[src/rtl/bram32_copier_pkg.sv]
// Shared types and constants for the BRAM word copier / filler.
// State encoding is exposed on dbg_state, so its numeric values stay fixed.
package bram32_copier_pkg;

  localparam int ADDR_W = 16;
  localparam int WORD_W = ADDR_W - 2;
  localparam int DATA_W = 32;

  localparam logic MODE_COPY = 1'b0;
  localparam logic MODE_FILL = 1'b1;

  typedef enum logic [2:0] {
    ST_IDLE   = 3'd0,
    ST_READ   = 3'd1,
    ST_LATCH  = 3'd2,
    ST_WRITE  = 3'd3,
    ST_FILL   = 3'd4,
    ST_FINISH = 3'd5
  } state_t;

  function automatic logic [ADDR_W-1:0] word_addr(input logic [WORD_W-1:0] w);
    return {w, 2'b00};
  endfunction

endpackage

[src/rtl/bram32_agen.sv]
// Source/destination word pointers and remaining-word counter for one transfer.
// Pointers are word-granular, so byte addresses wrap modulo 2^16 for free.
module bram32_agen
  import bram32_copier_pkg::*;
#(
  parameter int len_width = 10
) (
  input  logic                 clk,
  input  logic                 rst,
  input  logic                 load_i,
  input  logic                 adv_i,
  input  logic [WORD_W-1:0]    src_i,
  input  logic [WORD_W-1:0]    dst_i,
  input  logic [len_width-1:0] len_i,
  output logic [WORD_W-1:0]    dst_cur_o,
  output logic [WORD_W-1:0]    src_nxt_o,
  output logic [WORD_W-1:0]    dst_nxt_o,
  output logic                 last_o
);

  logic [WORD_W-1:0]    src_q, src_d;
  logic [WORD_W-1:0]    dst_q, dst_d;
  logic [len_width-1:0] rem_q, rem_d;

  always_comb begin
    src_d = src_q;
    dst_d = dst_q;
    rem_d = rem_q;
    if (load_i) begin
      src_d = src_i;
      dst_d = dst_i;
      rem_d = len_i;
    end else if (adv_i) begin
      src_d = src_q + WORD_W'(1);
      dst_d = dst_q + WORD_W'(1);
      rem_d = rem_q - len_width'(1);
    end
  end

  always_ff @(posedge clk or negedge rst) begin
    if (!rst) begin
      src_q <= '0;
      dst_q <= '0;
      rem_q <= '0;
    end else begin
      src_q <= src_d;
      dst_q <= dst_d;
      rem_q <= rem_d;
    end
  end

  assign dst_cur_o = dst_q;
  assign src_nxt_o = src_q + WORD_W'(1);
  assign dst_nxt_o = dst_q + WORD_W'(1);
  // The word being written now is the final one.
  assign last_o    = (rem_q == len_width'(1));

endmodule

[src/rtl/bram32_copier.sv]
// Word copier / pattern filler driving a single-port BRAM with registered reads.
// All bus outputs are registers loaded with the bus phase of the next state.
module bram32_copier
  import bram32_copier_pkg::*;
#(
  parameter int len_width = 10
) (
  input  logic                 clk,
  input  logic                 rst,
  input  logic                 start,
  input  logic                 mode,
  input  logic [ADDR_W-1:0]    src,
  input  logic [ADDR_W-1:0]    dst,
  input  logic [len_width-1:0] len,
  input  logic [DATA_W-1:0]    pattern,
  input  logic                 abort,
  output logic                 busy,
  output logic                 done,
  output logic [ADDR_W-1:0]    m_a,
  output logic                 m_we,
  output logic [DATA_W-1:0]    m_do,
  input  logic [DATA_W-1:0]    m_di,
  output logic [2:0]           dbg_state
);

  // Command handshake: start is a one-cycle strobe honoured only in IDLE; abort is
  // honoured in every active state except FINISH, which already ends the command.

  state_t              state_q, state_d;
  logic                busy_q, busy_d;
  logic                done_q, done_d;
  logic [ADDR_W-1:0]   m_a_q, m_a_d;
  logic                m_we_q, m_we_d;
  logic [DATA_W-1:0]   data_q, data_d;
  logic [DATA_W-1:0]   pattern_q, pattern_d;
  logic                load, adv, fin;
  logic [WORD_W-1:0]   dst_cur, src_nxt, dst_nxt;
  logic                last;
  logic                unused_low_bits;

  assign unused_low_bits = ^{src[1:0], dst[1:0]};

  bram32_agen #(.len_width(len_width)) u_agen (
    .clk       (clk),
    .rst       (rst),
    .load_i    (load),
    .adv_i     (adv),
    .src_i     (src[ADDR_W-1:2]),
    .dst_i     (dst[ADDR_W-1:2]),
    .len_i     (len),
    .dst_cur_o (dst_cur),
    .src_nxt_o (src_nxt),
    .dst_nxt_o (dst_nxt),
    .last_o    (last)
  );

  always_comb begin
    state_d   = state_q;
    busy_d    = busy_q;
    done_d    = 1'b0;
    m_a_d     = m_a_q;
    m_we_d    = 1'b0;
    data_d    = data_q;
    pattern_d = pattern_q;
    load      = 1'b0;
    adv       = 1'b0;
    fin       = 1'b0;
    unique case (state_q)
      ST_IDLE: begin
        if (start) begin
          load      = 1'b1;
          pattern_d = pattern;
          if (len == '0) begin
            fin = 1'b1;
          end else begin
            busy_d = 1'b1;
            unique case (mode)
              MODE_COPY: begin
                state_d = ST_READ;
                m_a_d   = word_addr(src[ADDR_W-1:2]);
              end
              MODE_FILL: begin
                state_d = ST_FILL;
                m_a_d   = word_addr(dst[ADDR_W-1:2]);
                m_we_d  = 1'b1;
                data_d  = pattern;
              end
            endcase
          end
        end
      end
      ST_READ: begin
        if (abort) fin = 1'b1;
        else       state_d = ST_LATCH;
      end
      ST_LATCH: begin
        if (abort) begin
          fin = 1'b1;
        end else begin
          state_d = ST_WRITE;
          m_a_d   = word_addr(dst_cur);
          m_we_d  = 1'b1;
          data_d  = m_di;
        end
      end
      // The write on the bus this cycle always lands, so pointers always advance.
      ST_WRITE: begin
        adv = 1'b1;
        if (abort || last) begin
          fin = 1'b1;
        end else begin
          state_d = ST_READ;
          m_a_d   = word_addr(src_nxt);
        end
      end
      ST_FILL: begin
        adv = 1'b1;
        if (abort || last) begin
          fin = 1'b1;
        end else begin
          m_a_d  = word_addr(dst_nxt);
          m_we_d = 1'b1;
          data_d = pattern_q;
        end
      end
      ST_FINISH: begin
        state_d = ST_IDLE;
        busy_d  = 1'b0;
      end
      default: state_d = ST_IDLE;
    endcase
    if (fin) begin
      state_d = ST_FINISH;
      busy_d  = 1'b0;
      done_d  = 1'b1;
      m_we_d  = 1'b0;
    end
  end

  always_ff @(posedge clk or negedge rst) begin
    if (!rst) begin
      state_q   <= ST_IDLE;
      busy_q    <= 1'b0;
      done_q    <= 1'b0;
      m_a_q     <= '0;
      m_we_q    <= 1'b0;
      data_q    <= '0;
      pattern_q <= '0;
    end else begin
      state_q   <= state_d;
      busy_q    <= busy_d;
      done_q    <= done_d;
      m_a_q     <= m_a_d;
      m_we_q    <= m_we_d;
      data_q    <= data_d;
      pattern_q <= pattern_d;
    end
  end

  assign busy      = busy_q;
  assign done      = done_q;
  assign m_a       = m_a_q;
  assign m_we      = m_we_q;
  assign m_do      = data_q;
  assign dbg_state = state_q;

endmodule

[config.mk]
export PLATFORM = sky130hd
export DESIGN_NAME = bram32_copier
export DESIGN_NICKNAME = d
export VERILOG_FILES = /design/src/rtl/bram32_copier_pkg.sv /design/src/rtl/bram32_agen.sv /design/src/rtl/bram32_copier.sv
export SDC_FILE = /design/constraint.sdc
export NUM_CORES = 1
export LEC_CHECK = 0
export CAP_MARGIN = 40
export CORE_ASPECT_RATIO = 1.5
export CORE_MARGIN = 2
export CORE_UTILIZATION = 51
export DETAILED_ROUTE_END_ITERATION = 6
export HOLD_SLACK_MARGIN = 0.05
export PLACE_DENSITY = 0.81
export SLEW_MARGIN = 20
export SYNTH_ARGS = -nofsm -noshare
export SYNTH_HDL_FRONTEND = slang
export SYNTH_HIERARCHICAL = 1
export SYNTH_SLANG_ARGS = --single-unit
[constraint.sdc]
create_clock -name clk -period 3.95 [get_ports clk]
set_input_delay 0.5925 -clock clk [delete_from_list [all_inputs] [get_ports clk]]
set_output_delay 0.5925 -clock clk [all_outputs]
set_load 0.02 [all_outputs]
==> flow_metrics.tcl, run 1 <==
set metrics [dict create \
    finalSetupViolCount 0 \
    hold_path.class "in -> async" \
    ant_nets 0 \
    start_kind "register" \
    peakVddDrop_uv 344 \
    grt_usage 0.260 \
    rsz0062_at_grt "false" \
    fp.coreArea_um2 13500 \
    fin_skew_ns 0.00965 \
    drt-total-wl_mm 18.9 \
    drive_gt1_frac 0.158 \
    cap_violations 0 \
    worst_slew_pin_slew_ns 1.04 \
    dp_hpwl_mm 13.3 \
    timing.final.hold_violations 0 \
    synth_cells 665 \
    yosys.area_share.simple 0.147 \
    avgSynthCellArea_um2 10.6 \
    diodes 0 \
    drtIter0Drc 352 \
    yosysWarnings 6 \
    synthTopCellsByCount "122 x dfrtp_1, 54 x nand2_1, 39 x mux2_2" \
    initial_core_util 0.522 \
    antenna_found_initial 0 \
    drc 0 \
    cts_root_buf "clkbuf_16" \
    place_inst 941 \
    max_freq_mhz 319 \
    yosysSeqAreaShare 0.432 \
    path_class "reg -> reg" \
    grt_pass1_wl_mm 30.6 \
    wl_per_cell_um 19.5 \
    die_w_um 100 \
    clock_sinks 122 \
    port_buffers 158 \
    cts_resized 0 \
    synthAdderAreaFrac 0.00708 \
    synth_top_area_frac 0.432 \
    slew_headroom 0.307 \
    die_h_um 148 \
    rows 52 \
    areaGrowthSynthToFinish_pct 32.7 \
    fin_crit_ns 3.14 \
    numCtsBuffers 17 \
    synth_top_flop_cell "dfrtp_1" \
    pin_count 165 \
    finalWeightedCongestion 0.898 \
    dieArea_um2 14800 \
    synth_top_family_by_area "multiplexers" \
    postCtsSetupBuffers 0 \
    ys_ff_latch 122 \
    synthMostInstantiatedCell "dfrtp_1" \
    htree_num_levels 4 \
    clock_path_buffers 2 \
    arrival_ns 3.43 \
    via_per_inst 5.97 \
    grt_remaining_overflow 0 \
    yosysTopAreaCell "dfrtp_1" \
    maxSlewViolCount 0 \
    grt_pass1_vias 6096 \
    synthMuxAreaShare 0.166 \
    synth-xor-area-share 0.0743 \
    clock_latency_ns 0.41 \
    cp-end-kind "register" \
    synth.cell_area_um2 7070 \
    grt_max_degree 74 \
    synth_compound_area_frac 0.121 \
    cts_hold_buf 0 \
    yosysUniqueCellTypes 50 \
    synth_edf_count 0 \
    worstPathRequired_ns 4.24 \
    fin_nets 913 \
    clk_pin_slew_ns 0.05 \
    fin_crit_sh 0.794 \
    async_reset_ff_frac 1.00 \
    outcome "finished clean" \
    vias 5801 \
    cts_tree "built" \
    first_pass_iters 5 \
    crit_fanout 18 \
    synth_area_leaders "dfrtp_1 43%, mux2_2 6.2%, mux2_4 6.2%" \
    stdcell_count 972 \
    p_leak_nw 3.90 \
    power_density_nw_per_um2 845 \
    fin_tns_setup_ns 0 \
]
## final cells by class
type / count / area, µm²
multi-input cells: 460 / 3660
inverters: 26 / 97.6
repair buffers: 171 / 1720
clock inverters: 11 / 195
flip-flops and latches: 122 / 3050
well taps: 162 / 203
fillers: 1005 / 4150
clock buffers: 20 / 447
## worst max-delay path, cell delays in order, from the launching register on
cell and delay (ns):
dfrtp_1 0.64, nor2b_2 0.25, and2_1 0.48, or2_2 0.47, nand4_1 0.34, nor4_1 0.44, xor2_1 0.12, mux2_2 0.28
## flip-flops by register name, indices dropped and copies added (netlist names)
register,count
busy,1
dbg_state,3
done,1
m_a,14
m_do,32
m_we,1
pattern_q,32
u_agen/dst_cur_o,14
u_agen/rem_q,10
u_agen/src_q,14
## final timing paths
| path | startpoint | to | slack, ns | depth (start not counted) |
|---|---|---|---|---|
| max in group asynchronous | rst | pattern_q[8] | 2.86 | 3 |
| hold reg to reg | m_do[0] | m_do[0] | 0.51 | 1 |
| setup / recovery | dbg_state[1] | u_agen/src_q[13] | 0.81 | 7 |
| setup reg to reg | dbg_state[1] | u_agen/src_q[13] | 0.81 | 7 |
| hold / removal | rst | m_do[26] | 0.15 | 1 |
| min in group clk | m_do[0] | m_do[0] | 0.51 | 1 |
## power by group
group	leakage [nW]	total [mW]	internal [mW]	switching (mW)
combinational	2.13	3.73	1.95	1.78
sequential	1.47	2.52	1.90	0.618
clock	0.302	1.69	1.13	0.553
## layer usage
layer | track usage | share of wire
met1 | 0.308 | 0.40
met2 | 0.457 | 0.53
met3 | 0.0536 | 0.049
met4 | 0.104 | 0.027
met5 | 0 | 0
## cells by family after synthesis
| kind of cell | count (synthesis) |
|---|---|
| xor+xnor | 60 |
| mux | 98 |
| buf+inv | 84 |
| fa+ha+maj | 4 |
| other cells | 1 |
| simple gates | 188 |
| compound gates | 108 |
| flops | 122 |
## placed cells by master, fill, tap and decap left out, types with 2 or more instances in the layout
cell / n
mux2_2: 39
or4_1: 2
nor4_2: 2
nor3_1: 28
a22o_1: 14
o21ai_0: 35
mux2_4: 29
o21ai_1: 3
bufinv_16: 5
nor2b_1: 4
nor4_1: 10
xor2_1: 27
ha_1: 4
clkinvlp_4: 3
buf_16: 2
dfrtp_1: 122
nand4_1: 9
clkbuf_16: 17
mux2i_1: 30
a221o_1: 34
buf_4: 11
conb_1: 2
inv_1: 26
nand2_1: 54
and2_1: 2
and3_1: 34
xnor2_1: 33
a21oi_1: 3
clkdlybuf4s50_1: 157
nand3_1: 9
a221oi_1: 15
clkinv_4: 2
clkbuf_1: 2
nor2_1: 19
## metrics by stage
step / instance area (µm²) / worst slack, ns / hold WS [ns] / power (mW) / utilization
2_1_floorplan: 7070 / 1.08 / 0.297 / 4.98 / -
3_3_place_gp: 8670 / 1.00 / 0.490 / 6.02 / 0.641
3_5_place_dp: 8740 / 0.909 / 0.496 / 6.22 / 0.646
4_1_cts: 9380 / 0.845 / 0.149 / 7.96 / 0.693
5_1_grt: 9380 / 0.631 / 0.176 / 8.39 / 0.693
6_report: 9380 / 0.814 / 0.153 / 7.93 / 0.693
(Power assumes the default switching activity.)
==> run 2: changes to the inputs <==
--- a/config.mk
+++ b/config.mk
@@ -8,10 +8,10 @@
 export CAP_MARGIN = 40
 export CORE_ASPECT_RATIO = 1.5
 export CORE_MARGIN = 2
-export CORE_UTILIZATION = 51
+export CORE_UTILIZATION = 46
 export DETAILED_ROUTE_END_ITERATION = 6
 export HOLD_SLACK_MARGIN = 0.05
-export PLACE_DENSITY = 0.81
+export PLACE_DENSITY = 0.77
 export SLEW_MARGIN = 20
 export SYNTH_ARGS = -nofsm -noshare
 export SYNTH_HDL_FRONTEND = slang
==> constraint.sdc (replaced) <==
create_clock -name clk -period 2.7 [get_ports clk]
set_input_delay 0.405 -clock clk [delete_from_list [all_inputs] [get_ports clk]]
set_output_delay 0.405 -clock clk [all_outputs]
set_load 0.02 [all_outputs]
==> flow_metrics.tcl, run 2 (synthesis results as in run 1) <==
set metrics [dict create \
    outcome "finished clean" \
    cts_root_buf "clkbuf_16" \
    clock_path_buffers 2 \
    fin_crit_ns 2.56 \
    final_common_cell "clkdlybuf4s50_1" \
    drive_gt1_frac 0.165 \
    power.share.clock 0.211 \
    postCtsSetupBuffers 0 \
    cp-end-kind "register" \
    slew_headroom 0.306 \
    port_buffers 158 \
    cts_tree "built" \
    clk_pin_slew_ns 0.06 \
    via_per_inst 5.80 \
    net-switching-power_mw 4.39 \
    grt_usage 0.238 \
    timing.final.hold_violations 0 \
    antenna_found_initial 0 \
    finalSetupViolCount 0 \
    die_w_um 105 \
    initial_core_util 0.469 \
    numCtsBuffers 17 \
    cts_hold_buf 0 \
    cap_violations 0 \
    clock_latency_ns 0.42 \
    start_kind "register" \
    critPathBufInv 1 \
    path_class "reg -> reg" \
    rrSetupSlack_ns 0.14 \
    hold_path.class "in -> async" \
    htree_num_levels 4 \
    place_ws_ns 0.0569 \
    drtIter0Drc 291 \
    finalWeightedCongestion 0.896 \
    max_freq_mhz 390 \
    fin_tns_setup_ns 0 \
    diodes 0 \
    first_pass_iters 6 \
    timing.hold.ws_ns 0.0161 \
    dp_hpwl_mm 13.0 \
    path_delay_family "simple AND/OR/NAND/NOR gates" \
    grt_max_degree 123 \
    crit_fanout 13 \
    fp.coreArea_um2 15100 \
    wl_per_cell_um 19.2 \
    pin_count 165 \
    final_cell_mix "157 x clkdlybuf4s50_1, 122 x dfrtp_1, 54 x nand2_1" \
    grt_pass1_wl_mm 30.7 \
    p_seq_frac 0.312 \
    rows 55 \
    peakVddDrop_uv 512 \
    fin_nets 918 \
    worstPathCellList "nor3b_4, or2_2, inv_1, nor4_1, xor2_1, mux2_2" \
    fin_skew_ns 0.00860 \
    worst_slew_pin_slew_ns 1.04 \
    arrival_ns 2.86 \
    maxSlewViolCount 0 \
    final.setup.worst_slack_ns 0.137 \
    p_comb_frac 0.477 \
    intPower_mw 7.30 \
    power_density_nw_per_um2 1240 \
    drt-total-wl_mm 19.5 \
    worstPathRequired_ns 3.00 \
    grt_pass1_vias 5924 \
    crit_slowest_cell "nor4_1" \
    die_h_um 156 \
    dieArea_um2 16400 \
    swShare 0.376 \
    slowest_delay_ns 0.58 \
    drc 0 \
    vias 5891 \
    ant_nets 0 \
    areaGrowthSynthToFinish_pct 33.8 \
    fin_crit_sh 0.949 \
    rsz0062_at_grt "false" \
    p_leak_nw 3.93 \
    grt_remaining_overflow 0 \
    clock_sinks 122 \
]
run 2: timing repair:
item | in CTS | in global routing
resized for setup | 0 | 1
setup endpoints to repair | 0 | 28
endpoints found under the hold margin | 0 | 0
run 2: power groups by stage:
stage | Combinational (mW) | Sequential [mW] | Clock [mW]
4_1_cts | 5.59 | 3.63 | 2.50
2_1_floorplan | 3.49 | 3.81 | 0
3_5_place_dp | 5.54 | 3.64 | 0
3_3_place_gp | 5.38 | 3.58 | 0
6_report | 5.58 | 3.65 | 2.46
5_1_grt | 5.99 | 3.75 | 2.58
run 2: per-layer routing:
layer	up-vias	routed length [µm]	track usage	share of wire
met5	-	0	0	0
met4	0	764	0.132	0.039
met3	57	1020	0.0472	0.052
met2	253	10100	0.413	0.52
met1	2899	7640	0.274	0.39
li1	2682	-	-	-
run 2: through the flow:
stage,power (mW),std cells,utilization,instance area [µm²]
5_1_grt,12.3,1015,0.628,9460
3_3_place_gp,8.96,983,0.585,8820
6_report,11.7,1015,0.628,9460
2_1_floorplan,7.30,666,-,7080
4_1_cts,11.7,1015,0.627,9450
3_5_place_dp,9.18,983,0.585,8820
run 2: worst paths after layout:
check                                        to         start  cells past startpoint
max reg2reg                u_agen/dst_cur_o[10]  dbg_state[2]                      6
min reg2reg                            m_do[20]      m_do[20]                      1
min in group clk                       m_do[20]      m_do[20]                      1
max in group asynchronous              m_do[26]           rst                      2
min                             u_agen/rem_q[3]           rst                      2
max                        u_agen/dst_cur_o[10]  dbg_state[2]                      6
run 2: cell type report:
type                       count  area, µm²
tap                          199        249
multi-input combinational    460       3670
timing repair buffer         176       1750
inverter                      26       97.6
sequential                   122       3050
clock buffer                  19        433
clock inverter                13        200
fill                        1191       5610
